--- src/rtl/reg_bank_dec_pkg.sv ---
// Shared defaults for the register bank and its bus interface.
package reg_bank_dec_pkg;

  localparam int DEF_WIDTH  = 8;
  localparam int DEF_ADDR_W = 3;

endpackage

--- src/rtl/reg_bank_dec_if.sv ---
// Write/read/control bus of the register bank; master drives requests, slave is the bank.
interface reg_bank_dec_if
  import reg_bank_dec_pkg::*;
#(
  parameter int WIDTH  = DEF_WIDTH,
  parameter int ADDR_W = DEF_ADDR_W
);

  logic                 en;
  logic                 clr;
  logic                 wr_en;
  logic [ADDR_W-1:0]    wr_addr;
  logic [WIDTH-1:0]     wr_data;
  logic                 rd_en;
  logic [ADDR_W-1:0]    rd_addr;
  logic [WIDTH-1:0]     rd_data;
  logic                 rd_valid;
  logic [2**ADDR_W-1:0] wr_sel;

  modport master (
    output en, clr, wr_en, wr_addr, wr_data, rd_en, rd_addr,
    input  rd_data, rd_valid, wr_sel
  );

  modport slave (
    input  en, clr, wr_en, wr_addr, wr_data, rd_en, rd_addr,
    output rd_data, rd_valid, wr_sel
  );

endinterface

--- src/rtl/dec_n_onehot.sv ---
// Generic n-to-2^n one-hot decoder; all outputs low when en is low.
module dec_n_onehot #(
  parameter int N_IN = 3
) (
  input  logic [N_IN-1:0]    in,
  input  logic               en,
  output logic [2**N_IN-1:0] out
);

  // NOTE: assigning a default before the conditional keeps this purely combinational (no latch).
  always_comb begin
    out = '0;
    if (en) out[in] = 1'b1;
  end

endmodule

--- src/rtl/reg_bank_dec.sv ---
// Register bank: one-hot decoded write port, registered read port, global enable and sync clear.
module reg_bank_dec
  import reg_bank_dec_pkg::*;
#(
  parameter int                WIDTH   = DEF_WIDTH,
  parameter int                ADDR_W  = DEF_ADDR_W,
  parameter logic [WIDTH-1:0]  RST_VAL = '0,
  parameter int                BYPASS  = 0
) (
  input logic           clk,
  input logic           rst_n,
  reg_bank_dec_if.slave bus
);

  localparam int NUM_REGS = 2**ADDR_W;

  logic [NUM_REGS-1:0] wr_sel;
  logic [WIDTH-1:0]    regs [NUM_REGS];
  logic [WIDTH-1:0]    rd_next;

  dec_n_onehot #(.N_IN(ADDR_W)) u_dec (
    .in  (bus.wr_addr),
    .en  (bus.en & bus.wr_en & ~bus.clr),
    .out (wr_sel)
  );

  assign bus.wr_sel = wr_sel;

  // NOTE: the storage is built from flops rather than a RAM because every entry needs a reset value.
  for (genvar i = 0; i < NUM_REGS; i++) begin : g_reg
    // NOTE: sequential state is updated with non-blocking assignments only.
    always_ff @(posedge clk or negedge rst_n) begin
      if (!rst_n) begin
        regs[i] <= RST_VAL;
      end else if (bus.en) begin
        if (bus.clr)        regs[i] <= RST_VAL;
        else if (wr_sel[i]) regs[i] <= bus.wr_data;
      end
    end
  end

  // With bypass, a same-edge clear or write to the read address wins over the stored value.
  always_comb begin
    rd_next = regs[bus.rd_addr];
    if (BYPASS != 0) begin
      if (bus.clr)                   rd_next = RST_VAL;
      else if (wr_sel[bus.rd_addr])  rd_next = bus.wr_data;
    end
  end

  always_ff @(posedge clk or negedge rst_n) begin
    if (!rst_n) begin
      bus.rd_data  <= '0;
      bus.rd_valid <= 1'b0;
    end else if (bus.en) begin
      bus.rd_valid <= bus.rd_en;
      if (bus.rd_en) bus.rd_data <= rd_next;
    end
  end

endmodule
--- src/flat_wrapper.sv ---
// flat-port wrapper written by rule: the top's interface ports become plain ports
module reg_bank_dec_flat import reg_bank_dec_pkg::*;
#(
  parameter int                WIDTH   = DEF_WIDTH,
  parameter int                ADDR_W  = DEF_ADDR_W,
  parameter logic [WIDTH-1:0]  RST_VAL = '0,
  parameter int                BYPASS  = 0
)
  (clk, rst_n, bus_en, bus_clr, bus_wr_en, bus_wr_addr, bus_wr_data, bus_rd_en, bus_rd_addr, bus_rd_data, bus_rd_valid, bus_wr_sel);
  reg_bank_dec_if #(.WIDTH(WIDTH), .ADDR_W(ADDR_W)) bus_i ();
  input logic clk;
  input logic rst_n;
  input wire logic [$bits(bus_i.en)-1:0] bus_en;
  input wire logic [$bits(bus_i.clr)-1:0] bus_clr;
  input wire logic [$bits(bus_i.wr_en)-1:0] bus_wr_en;
  input wire logic [$bits(bus_i.wr_addr)-1:0] bus_wr_addr;
  input wire logic [$bits(bus_i.wr_data)-1:0] bus_wr_data;
  input wire logic [$bits(bus_i.rd_en)-1:0] bus_rd_en;
  input wire logic [$bits(bus_i.rd_addr)-1:0] bus_rd_addr;
  output wire logic [$bits(bus_i.rd_data)-1:0] bus_rd_data;
  output wire logic [$bits(bus_i.rd_valid)-1:0] bus_rd_valid;
  output wire logic [$bits(bus_i.wr_sel)-1:0] bus_wr_sel;
  assign bus_i.en = bus_en;
  assign bus_i.clr = bus_clr;
  assign bus_i.wr_en = bus_wr_en;
  assign bus_i.wr_addr = bus_wr_addr;
  assign bus_i.wr_data = bus_wr_data;
  assign bus_i.rd_en = bus_rd_en;
  assign bus_i.rd_addr = bus_rd_addr;
  assign bus_rd_data = bus_i.rd_data;
  assign bus_rd_valid = bus_i.rd_valid;
  assign bus_wr_sel = bus_i.wr_sel;
  reg_bank_dec #(.WIDTH(WIDTH), .ADDR_W(ADDR_W), .RST_VAL(RST_VAL), .BYPASS(BYPASS)) u_core (.clk(clk), .rst_n(rst_n), .bus(bus_i));
endmodule
--- config.mk ---
export PLATFORM = sky130hd
export DESIGN_NAME = reg_bank_dec_flat
export DESIGN_NICKNAME = d
export VERILOG_FILES = /design/src/rtl/reg_bank_dec_pkg.sv /design/src/rtl/reg_bank_dec_if.sv /design/src/rtl/dec_n_onehot.sv /design/src/rtl/reg_bank_dec.sv /design/src/flat_wrapper.sv
export SDC_FILE = /design/constraint.sdc
export NUM_CORES = 1
export LEC_CHECK = 0
export ABC_CLOCK_PERIOD_IN_PS = 2200
export CAP_MARGIN = 20
export CORE_MARGIN = 5
export CORE_UTILIZATION = 40
export CTS_CLUSTER_SIZE = 16
export DETAILED_ROUTE_END_ITERATION = 10
export GPL_TIMING_DRIVEN = 0
export PLACE_DENSITY = 0.58
export SLEW_MARGIN = 10
export SYNTH_ARGS = -nofsm -noshare
export SYNTH_HDL_FRONTEND = slang
export SYNTH_SLANG_ARGS = --single-unit
--- constraint.sdc ---
create_clock -name clk -period 2.2 [get_ports clk]
set_input_delay 0.44 -clock clk [delete_from_list [all_inputs] [get_ports clk]]
set_output_delay 0.44 -clock clk [all_outputs]
set_load 0.01 [all_outputs]
==> metrics.md, run 1 <==
| Metric | Value |
|---|---|
| Library cells used by synthesis | `30` |
| Slew @ Worst Pin | `0.656 ns` |
| Root buffer cell | `clkbuf_8` |
| CTS Buf Count | `9` |
| CTS tree | `built` |
| Initial DRC Count | `85` |
| Worst EP required | `1.76 ns` |
| Grt total ovfl | `0` |
| Synth Register Bits | `73` |
| Register area share after synthesis | `0.493` |
| Highest clock rate | `473 MHz` |
| Routed len/inst | `19.1 um` |
| Worst-skew pair later-pin latency | `0.35 ns` |
| Worst min-delay path category | `reg2reg` |
| Top fanout value on the critical path | `10` |
| DP HPWL | `5.52 mm` |
| Post-Syn Nets | `287` |
| CP endpoint kind | `primary output` |
| Mean Syn Cell Area | `13.9 um2` |
| Die width | `106 um` |
| Crit path max-delay family | `buffers and inverters` |
| Synth Instances | `267` |
| Power Density | `773 mW/mm2` |
| Minimum clock period | `2.11 ns` |
| Critical path class | `in2out` |
| Place WS | `-0.568 ns` |
| Setup tns final | `0 ns` |
| Antenna diodes | `0` |
| Status | `complete, no violations` |
| Final setup violation count | `0` |
| First-pass GRT wire length | `13.2 mm` |
| GP Congestion | `0.728` |
| Post-route ant nets | `0` |
| Worst path max stage delay | `0.47 ns` |
| Clock sink count | `73` |
| Fraction of layout cells with a size suffix above 1 | `0.352` |
| Via count | `2267` |
| Worst path slowest cell | `clkdlybuf4s50_1` |
| Buffers on Ports | `32` |
| Final nets | `333` |
| Leakage power total | `2.10 nW` |
| Tot Pwr | `0.00342 W` |
| Final Slew Violations | `0` |
| Max cap viols | `0` |
| Final Cycle Share | `0.960` |
| Detailed Route WL | `8.20 mm` |
| Final setup margin | `0.0876 ns` |
| Synth Cell Area | `0.00371 mm2` |
| VDD IR max | `0.285 mV` |
| Initial antenna violation count | `0` |
| Startpoint types | `primary input` |
| Die area | `0.0113 mm2` |
| H-tree depth | `3` |
| Vias per cell | `5.28` |
| RSZ-0062 raised after global routing | `false` |
| Clock Skew | `0.00896 ns` |
| Ports | `37` |
| Fin util | `0.484` |
| Area Growth Syn to Fin | `19.5%` |
| Hold WS | `0.486 ns` |
| DIE HEIGHT | `106 um` |
| Final hold vios | `0` |
| Maximum number of pins on one net before global-route repair | `59` |
| Max clock buf depth | `2` |
| Drt first pass iters | `4` |
| Fill cell count | `830` |
| Initial Util | `0.405` |
| Worst EP arrival | `1.67 ns` |
| Core area | `0.00915 mm2` |
| Placement Rows | `35` |
| Crit path buf inv count | `3` |
| Worst slew margin | `0.562` |
| Tot GR Track Use | `0.153` |
| Vias in the first global route | `2476` |
| Yosys warnings | `0` |
| Crit-path cells | `clkdlybuf4s50_1 -> buf_6 -> or2b_1 -> nor2_1 -> dlygate4sd2_1` |
| DRC Markers | `0` |
| Clock Pin Slew Worst Setup and Hold Paths | `0.07 ns` |
[cells in the final DEF, fill, tap and decap left out, types with 3 or more instances in the layout]
cell type	n
dlygate4sd2_1	7
mux2i_1	16
a22o_1	8
mux2_1	8
clkbuf_8	9
o31ai_1	8
mux2_2	35
dfrtp_1	73
clkdlybuf4s50_1	21
mux2_4	37
nor2b_1	9
o22ai_1	8
buf_6	12
o21a_1	7
buf_2	3
nand2_1	12
buf_4	5
and4b_1	3
nor2_1	7
[metal layers]
layer / routed length, um / share of wire / GRT usage
met5: 0 / 0 / 0
met4: 126 / 0.015 / 0.0638
met3: 357 / 0.044 / 0.0304
met2: 3740 / 0.46 / 0.233
met1: 3980 / 0.49 / 0.213
[synthesized netlist by cell type, drive strengths merged]
library cell  instances  area [um2]
nand4b                1        8.76
o21a                  7        52.6
mux2                 80        1040
nand2b                2        12.5
a41o                  1        10.0
and4bb                2        25.0
nor3                  2        10.0
buf                  20         174
nand2                13        51.3
nor4bb                1        10.0
o21ai                 1        5.00
a22o                  8        70.1
o31ai                 8        60.1
and4b                 3        30.0
clkbuf                1        3.75
o22ai                 8        50.1
nor2b                 9        56.3
or2b                  1        7.51
dfrtp                73        1830
nor2                  7        26.3
mux2i                16         160
inv                   1        3.75
or3                   1        6.26
nor4b                 1        8.76
[logic make-up (layout without fill, tap and decap cells)]
kind of cell           count (synthesis)  after routing  share of synthesized area
multiplexers                          96             96                      0.324
flip-flops                            73             73                      0.493
AND/OR/NAND/NOR                       43             43                     0.0682
AO/OA/AOI/OAI                         33             33                     0.0668
buffers and inverters                 22             73                     0.0489
[where the power goes]
group / leakage [nW] / total [W] / switching [W] / internal (W)
Clock: 0.111 / 0.00115 / 0.000507 / 0.000645
Combinational: 1.05 / 0.000656 / 0.000268 / 0.000389
Sequential: 0.939 / 0.00161 / 0.0000963 / 0.00152
[through the flow]
| step | instances | cell area [um2] |
|---|---|---|
| 2_1_floorplan | 267 | 3710 |
| 6_report | 429 | 4430 |
| 4_1_cts | 429 | 4430 |
| 3_5_place_dp | 411 | 4190 |
| 3_3_place_gp | 410 | 4170 |
| 5_1_grt | 429 | 4430 |
[final timing paths]
kind                                                         from                                 to  slack [ns]  cells past startpoint
worst max register to register         u_core.regs[9]$_DFFE_PN0P_  u_core.bus.rd_data[1]$_DFFE_PN0P_        1.10                      3
max in group asynchronous                                   rst_n        u_core.regs[54]$_DFFE_PN0P_        1.16                      3
worst max-delay path                               bus_wr_addr[1]                      bus_wr_sel[4]        0.09                      5
worst min-delay path            u_core.bus.rd_data[1]$_DFFE_PN0P_  u_core.bus.rd_data[1]$_DFFE_PN0P_        0.49                      2
min in group asynchronous                                   rst_n         u_core.regs[1]$_DFFE_PN0P_        0.50                      2
worst min register to register  u_core.bus.rd_data[1]$_DFFE_PN0P_  u_core.bus.rd_data[1]$_DFFE_PN0P_        0.49                      2
[layout make-up]
| cell class | count | area, um2 | share of cell area |
|---|---|---|---|
| plain buffers | 21 | 184 | 0.0415 |
| clock buffers | 10 | 128 | 0.0288 |
| clock inverters | 6 | 91.3 | 0.0206 |
| inverters | 1 | 3.75 | 0.000847 |
| multi-input cells | 172 | 1710 | 0.385 |
| flip-flops and latches | 73 | 1830 | 0.412 |
| well taps | 111 | 139 | 0.0313 |
| repair buffers | 35 | 353 | 0.0796 |
[sequential cells by signal, summed over array words and instances, names as in the netlist]
| name | count |
|---|---|
| u_core.regs | 64 |
| u_core.bus.rd_valid | 1 |
| u_core.bus.rd_data | 8 |
[tightest hold or removal path: cells and delay by family (launching register included)]
| kind | cells | cell delay, ns |
|---|---|---|
| flip-flops | 1 | 0.35 |
| AND/OR/NAND/NOR | 1 | 0.05 |
| AO/OA/AOI/OAI | 1 | 0.05 |
[timing repair]
item,4_1_cts,5_1_grt
pin swaps,1,0
endpoints found under the setup margin,8,2
gates cloned,0,0
setup buffers,1,0
endpoints found under the hold margin,15,0
hold buffers,1,0
resized for setup,14,3
No activity file was read; power rests on OpenSTA's default activity.
==> run 2: changes to the inputs <==
CORE_ASPECT_RATIO = 1.1   (was unset)
==> run 2 against run 1 <==
  * Power is 2.5% higher
  * Wire length increased by 0.79%
  * Die area barely moved
  * First-iteration DRC count fell by 12%
  * Sequential power about the same
==> metrics.md, run 2 (synthesis results as in run 1) <==
| Metric | Value |
|---|---|
| Worst EP required | `1.76 ns` |
| Maximum number of pins on one net before global-route repair | `59` |
| Detailed Route WL | `8.26 mm` |
| Final Slew Violations | `0` |
| Post-route ant nets | `0` |
| First-pass GRT wire length | `13.8 mm` |
| Drt first pass iters | `4` |
| Area Growth Syn to Fin | `20.1%` |
| Initial antenna violation count | `0` |
| DIE HEIGHT | `111 um` |
| Most frequent cells in the layout | `dfrtp_1, mux2_4, mux2_2, clkdlybuf4s50_1, mux2i_1` |
| Max cap viols | `0` |
| Via count | `2208` |
| Worst-skew pair later-pin latency | `0.34 ns` |
| CP startpoint | `bus_clr` |
| Setup tns final | `0 ns` |
| Non-Filler Instances | `432` |
| Tot GR Track Use | `0.160` |
| H-tree depth | `3` |
| Die area | `0.0113 mm2` |
| Top Registers | `u_core.regs (64), u_core.bus.rd_data (8), u_core.bus.rd_valid (1)` |
| Slew @ Worst Pin | `0.695 ns` |
| Buffers on Ports | `32` |
| Vias per cell | `5.11` |
| Worst R2R Path Depth | `3` |
| Initial Util | `0.414` |
| Largest reg by FF count | `u_core.regs` |
| Depth of the worst hold-timing path | `2` |
| Worst min-delay path category | `reg2reg` |
| VDD IR max | `0.296 mV` |
| Top fanout value on the critical path | `10` |
| Final hold vios | `0` |
| Worst EP arrival | `1.65 ns` |
| Grt total ovfl | `0` |
| Clock sink count | `73` |
| Power Density | `788 mW/mm2` |
| Die width | `102 um` |
| Root buffer cell | `clkbuf_8` |
| GP Congestion | `0.775` |
| CTS tree | `built` |
| Startpoint types | `primary input` |
| Final Cycle Share | `0.949` |
| Leakage power total | `2.11 nW` |
| RSZ-0062 raised after global routing | `false` |
| Fin util | `0.497` |
| Routed len/inst | `19.1 um` |
| Minimum clock period | `2.09 ns` |
| Post-route cell area | `0.00445 mm2` |
| Vias in the first global route | `2565` |
| Max clock buf depth | `2` |
| DRC Markers | `0` |
| CTS Buf Count | `9` |
| Fraction of layout cells with a size suffix above 1 | `0.355` |
| Initial DRC Count | `75` |
| DP HPWL | `5.58 mm` |
| Final setup violation count | `0` |
| Hold WS | `0.478 ns` |
| Clock Pin Slew Worst Setup and Hold Paths | `0.07 ns` |
| CP endpoint kind | `primary output` |
| Reg2reg start | `u_core.regs[9]$_DFFE_PN0P_` |
| Critical path class | `in2out` |
| Final nets | `334` |
| # placed instances | `414` |
| Clock Skew | `0.00760 ns` |
| Hold path start | `u_core.bus.rd_data[1]$_DFFE_PN0P_` |
| Status | `complete, no violations` |
| Ports | `37` |
| Antenna diodes | `0` |
| Placement Rows | `36` |
| Max reg flops | `64` |
| Core area | `0.00896 mm2` |
| Area post-placement | `0.00420 mm2` |
| Highest clock rate | `479 MHz` |
| Worst slew margin | `0.536` |
| Most common library cell in the layout ignoring fill and taps | `dfrtp_1` |
[run 2: per-layer routing]
metal | GRT usage | up-vias | share of wire
li1 | - | 1058 | -
met4 | 0.0745 | 0 | 0.020
met2 | 0.233 | 51 | 0.44
met5 | 0 | - | 0
met3 | 0.0378 | 12 | 0.050
met1 | 0.222 | 1087 | 0.49
[run 2: worst max-delay path: stages]
cell           delay (ns)
buf_2                0.15
buf_2                0.20
nand4b_1             0.27
buf_4                0.18
nor3_1               0.11
dlygate4sd2_1        0.29
[run 2: repair_timing]
item                                    CTS  global route
buffers inserted                          2             0
resized for setup                        14             3
endpoints found under the setup margin    8             2
hold endpoints to repair                 15             0
pin swaps                                 1             0
hold buffers                              1             0
[run 2: report_power, final]
| part | leakage (nW) | switching [W] | internal, W | total [W] |
|---|---|---|---|---|
| registers | 0.939 | 0.0000973 | 0.00152 | 0.00162 |
| logic | 1.06 | 0.000266 | 0.000389 | 0.000655 |
| clock network | 0.115 | 0.000495 | 0.000743 | 0.00124 |
| total | 2.11 | 0.000858 | 0.00265 | 0.00351 |
[run 2: worst paths after layout]
| path | endpoint | slack [ns] |
|---|---|---|
| max | bus_wr_sel[1] | 0.11 |
| min | u_core.bus.rd_data[1]$_DFFE_PN0P_ | 0.48 |
| max reg2reg | u_core.bus.rd_data[1]$_DFFE_PN0P_ | 1.12 |
| min reg2reg | u_core.bus.rd_data[1]$_DFFE_PN0P_ | 0.48 |
| max in group asynchronous | u_core.regs[57]$_DFFE_PN0P_ | 1.14 |
| min in group asynchronous | u_core.regs[0]$_DFFE_PN0P_ | 0.50 |
[run 2: stage by stage]
step | setup slack (ns) | total power [W]
finish | 0.112 | 0.00351
global route | 0.0136 | 0.00367
CTS | 0.0491 | 0.00356
detailed placement | -0.550 | 0.00230
global placement | -1.90 | 0.00228
floorplan | 0.319 | 0.00206
[run 2: cell type report]
type / instances / area, um2
fill: 779 / 4510
sequential: 73 / 1830
multi-input combinational: 172 / 1710
timing repair buffer: 36 / 360
buffer: 21 / 184
tap: 114 / 143
clock buffer: 9 / 124
clock inverter: 6 / 108
inverter: 1 / 3.75
==> run 3: changes to the inputs <==
CORE_UTILIZATION = 35   (was 40)
PLACE_DENSITY = 0.52   (was 0.58)
==> run 3 against run 2 <==
  * Utilization fell by 5.8 points
  * Highest routed layer unchanged
  * Clock power grew 23%
  * Final cell count increased by 6.5%
  * Critical endpoint is now bus_wr_sel[5]
  * Register-to-register slack got worse by 0.05 ns
  * Sequential power about the same
  * Hold slack improved by 0.0032 ns
  * Critical path depth fell by 1
  * Setup slack got worse by 0.042 ns
==> metrics.md, run 3 (synthesis results as in run 1) <==
| Metric | Value |
|---|---|
| Status | `complete, no violations` |
| Grt total ovfl | `0` |
| Worst EP required | `1.76 ns` |
| Non-Filler Instances | `460` |
| Switching part of the total power | `0.240` |
| Core area | `0.0104 mm2` |
| Final setup violation count | `0` |
| Highest clock rate | `469 MHz` |
| Initial antenna violation count | `0` |
| H-tree depth | `3` |
| CTS tree | `built` |
| Worst min-delay path category | `reg2reg` |
| DIE HEIGHT | `118 um` |
| Most common library cell in the layout ignoring fill and taps | `dfrtp_1` |
| Worst R2R Path Depth | `3` |
| DRC Markers | `0` |
| Max reg flops | `64` |
| Critical path class | `in2out` |
| Crit path max-delay family | `buffers and inverters` |
| Drt first pass iters | `4` |
| Top Registers | `u_core.regs (64), u_core.bus.rd_data (8), u_core.bus.rd_valid (1)` |
| CP startpoint | `bus_wr_addr[2]` |
| Crit path buf inv count | `3` |
| Vias per cell | `4.88` |
| Power Density | `831 mW/mm2` |
| Startpoint types | `primary input` |
| Reg power frac | `0.427` |
| RSZ-0062 raised after global routing | `false` |
| Via count | `2246` |
| Critical Path Stages | `5` |
| Die area | `0.0128 mm2` |
| Die width | `108 um` |
| Post-route ant nets | `0` |
| Top fanout value on the critical path | `10` |
| Reg2reg start | `u_core.regs[14]$_DFFE_PN0P_` |
| Worst path max stage delay | `0.52 ns` |
| Initial Util | `0.357` |
| Tot GR Track Use | `0.142` |
| Leakage power total | `2.12 nW` |
| Final hold vios | `0` |
| Routed len/inst | `18.5 um` |
| Slew @ Worst Pin | `0.741 ns` |
| Clock sink count | `73` |
| # Post-CTS Setup Buffers | `0` |
| Comb pwr share | `0.173` |
| Worst EP arrival | `1.69 ns` |
| Worst path slowest cell | `clkdlybuf4s50_1` |
| Worst-skew pair later-pin latency | `0.33 ns` |
| Detailed Route WL | `8.49 mm` |
| Worst Setup EP | `bus_wr_sel[5]` |
| Final nets | `332` |
| Most frequent cells in the layout | `dfrtp_1, mux2_4, mux2_2, clkdlybuf4s50_1, mux2i_1` |
| Final Cycle Share | `0.968` |
| Clock Skew | `0.00749 ns` |
| Fraction of layout cells with a size suffix above 1 | `0.353` |
| Area Growth Syn to Fin | `22.9%` |
| Ports | `37` |
| Max cap viols | `0` |
| Placement Rows | `39` |
| CTS Buf Count | `9` |
| Maximum number of pins on one net before global-route repair | `57` |
| Reg-to-Reg End | `u_core.bus.rd_data[6]$_DFFE_PN0P_` |
| Final Slew Violations | `0` |
| Antenna diodes | `0` |
| Worst slew margin | `0.504` |
| Crit-path cells | `clkdlybuf4s50_1 -> buf_6 -> or2b_1 -> nor2_1 -> clkdlybuf4s15_1` |
| Largest reg by FF count | `u_core.regs` |
| Reg2Reg Setup Slack | `1.07 ns` |
| Clock Pin Slew Worst Setup and Hold Paths | `0.06 ns` |
| Minimum clock period | `2.13 ns` |
| Switching power | `0.000910 W` |
| Buffers on Ports | `32` |
| GP Congestion | `0.741` |
| VDD IR max | `0.397 mV` |
| Clock power frac | `0.400` |
| DP HPWL | `5.56 mm` |
| Initial DRC Count | `120` |
| Max clock buf depth | `2` |
| CP endpoint kind | `primary output` |
| Internal | `0.00288 W` |
| Depth of the worst hold-timing path | `1` |
| Tot Pwr | `0.00379 W` |
| # placed instances | `443` |
| Root buffer cell | `clkbuf_16` |
| Vias in the first global route | `2453` |
| First-pass GRT wire length | `13.8 mm` |
==> run 3: changes by cell type in the layout (fill, tap and decap cells not counted), moves of 2 or more <==
| cell | delta |
|---|---|
| buf_4 | -2 |
| clkbuf_8 | -6 |
| clkbuf_16 | +9 |
| bufinv_16 | -2 |
==> run 3: through the flow <==
step / TNS (ns) / hold slack, ns / utilization / worst slack, ns / area [um2]
after floorplan: 0 / 0.144 / - / 0.319 / 3710
after global placement: -145.13 / 0.463 / 0.405 / -1.95 / 4210
after detailed placement: -3.47 / 0.339 / 0.407 / -0.567 / 4230
after CTS: 0 / 0.485 / 0.438 / 0.0337 / 4560
after global routing: 0 / 0.503 / 0.439 / 0.00759 / 4560
final: 0 / 0.482 / 0.439 / 0.0693 / 4560
==> run 3: area by class of cell <==
| type | count | area [um2] |
|---|---|---|
| clock inverters | 4 | 50.0 |
| fillers | 973 | 5830 |
| inverters | 1 | 3.75 |
| repair buffers | 34 | 344 |
| plain buffers | 21 | 184 |
| well taps | 143 | 179 |
| flip-flops and latches | 73 | 1830 |
| multi-input cells | 172 | 1710 |
| clock buffers | 12 | 267 |
==> run 3: how the worst min path moves through the flow <==
stage	startpoint	to	slack [ns]
6_report	u_core.regs[24]$_DFFE_PN0P_	u_core.regs[24]$_DFFE_PN0P_	0.48
5_1_grt	u_core.regs[30]$_DFFE_PN0P_	u_core.regs[30]$_DFFE_PN0P_	0.50
4_1_cts	u_core.regs[28]$_DFFE_PN0P_	u_core.regs[28]$_DFFE_PN0P_	0.49
3_5_place_dp	rst_n	u_core.regs[6]$_DFFE_PN0P_	0.34
3_3_place_gp	u_core.regs[29]$_DFFE_PN0P_	u_core.regs[29]$_DFFE_PN0P_	0.46
2_1_floorplan	rst_n	u_core.bus.rd_data[0]$_DFFE_PN0P_	0.14
==> run 3: repair_timing <==
| action | in CTS | in global routing |
|---|---|---|
| resized for setup | 13 | 5 |
| setup endpoints to repair | 8 | 4 |
| hold buffers | 1 | 0 |
| pin swaps | 1 | 0 |
| hold endpoints to repair | 17 | 0 |
==> run 3: worst reg2reg max path, delay by kind of cell (launching register included) <==
| kind | cells | cell delay, ns |
|---|---|---|
| mux | 1 | 0.27 |
| flops | 1 | 0.38 |
| compound gates | 2 | 0.35 |
==> run 3: power groups by stage <==
stage / Combinational [W] / Sequential (W) / Clock (W)
detailed placement: 0.000663 / 0.00164 / 0
global route: 0.000716 / 0.00164 / 0.00162
floorplan: 0.000438 / 0.00162 / 0
global placement: 0.000649 / 0.00163 / 0
CTS: 0.000667 / 0.00162 / 0.00155
finish: 0.000656 / 0.00162 / 0.00152
==> run 3: metal layers <==
layer / global-route usage / routed length (um) / up-vias
met1: 0.202 / 4270 / 1134
met4: 0.0426 / 100 / 0
met2: 0.210 / 3800 / 48
met5: 0 / 0 / -
met3: 0.0411 / 322 / 5
li1: - / - / 1059
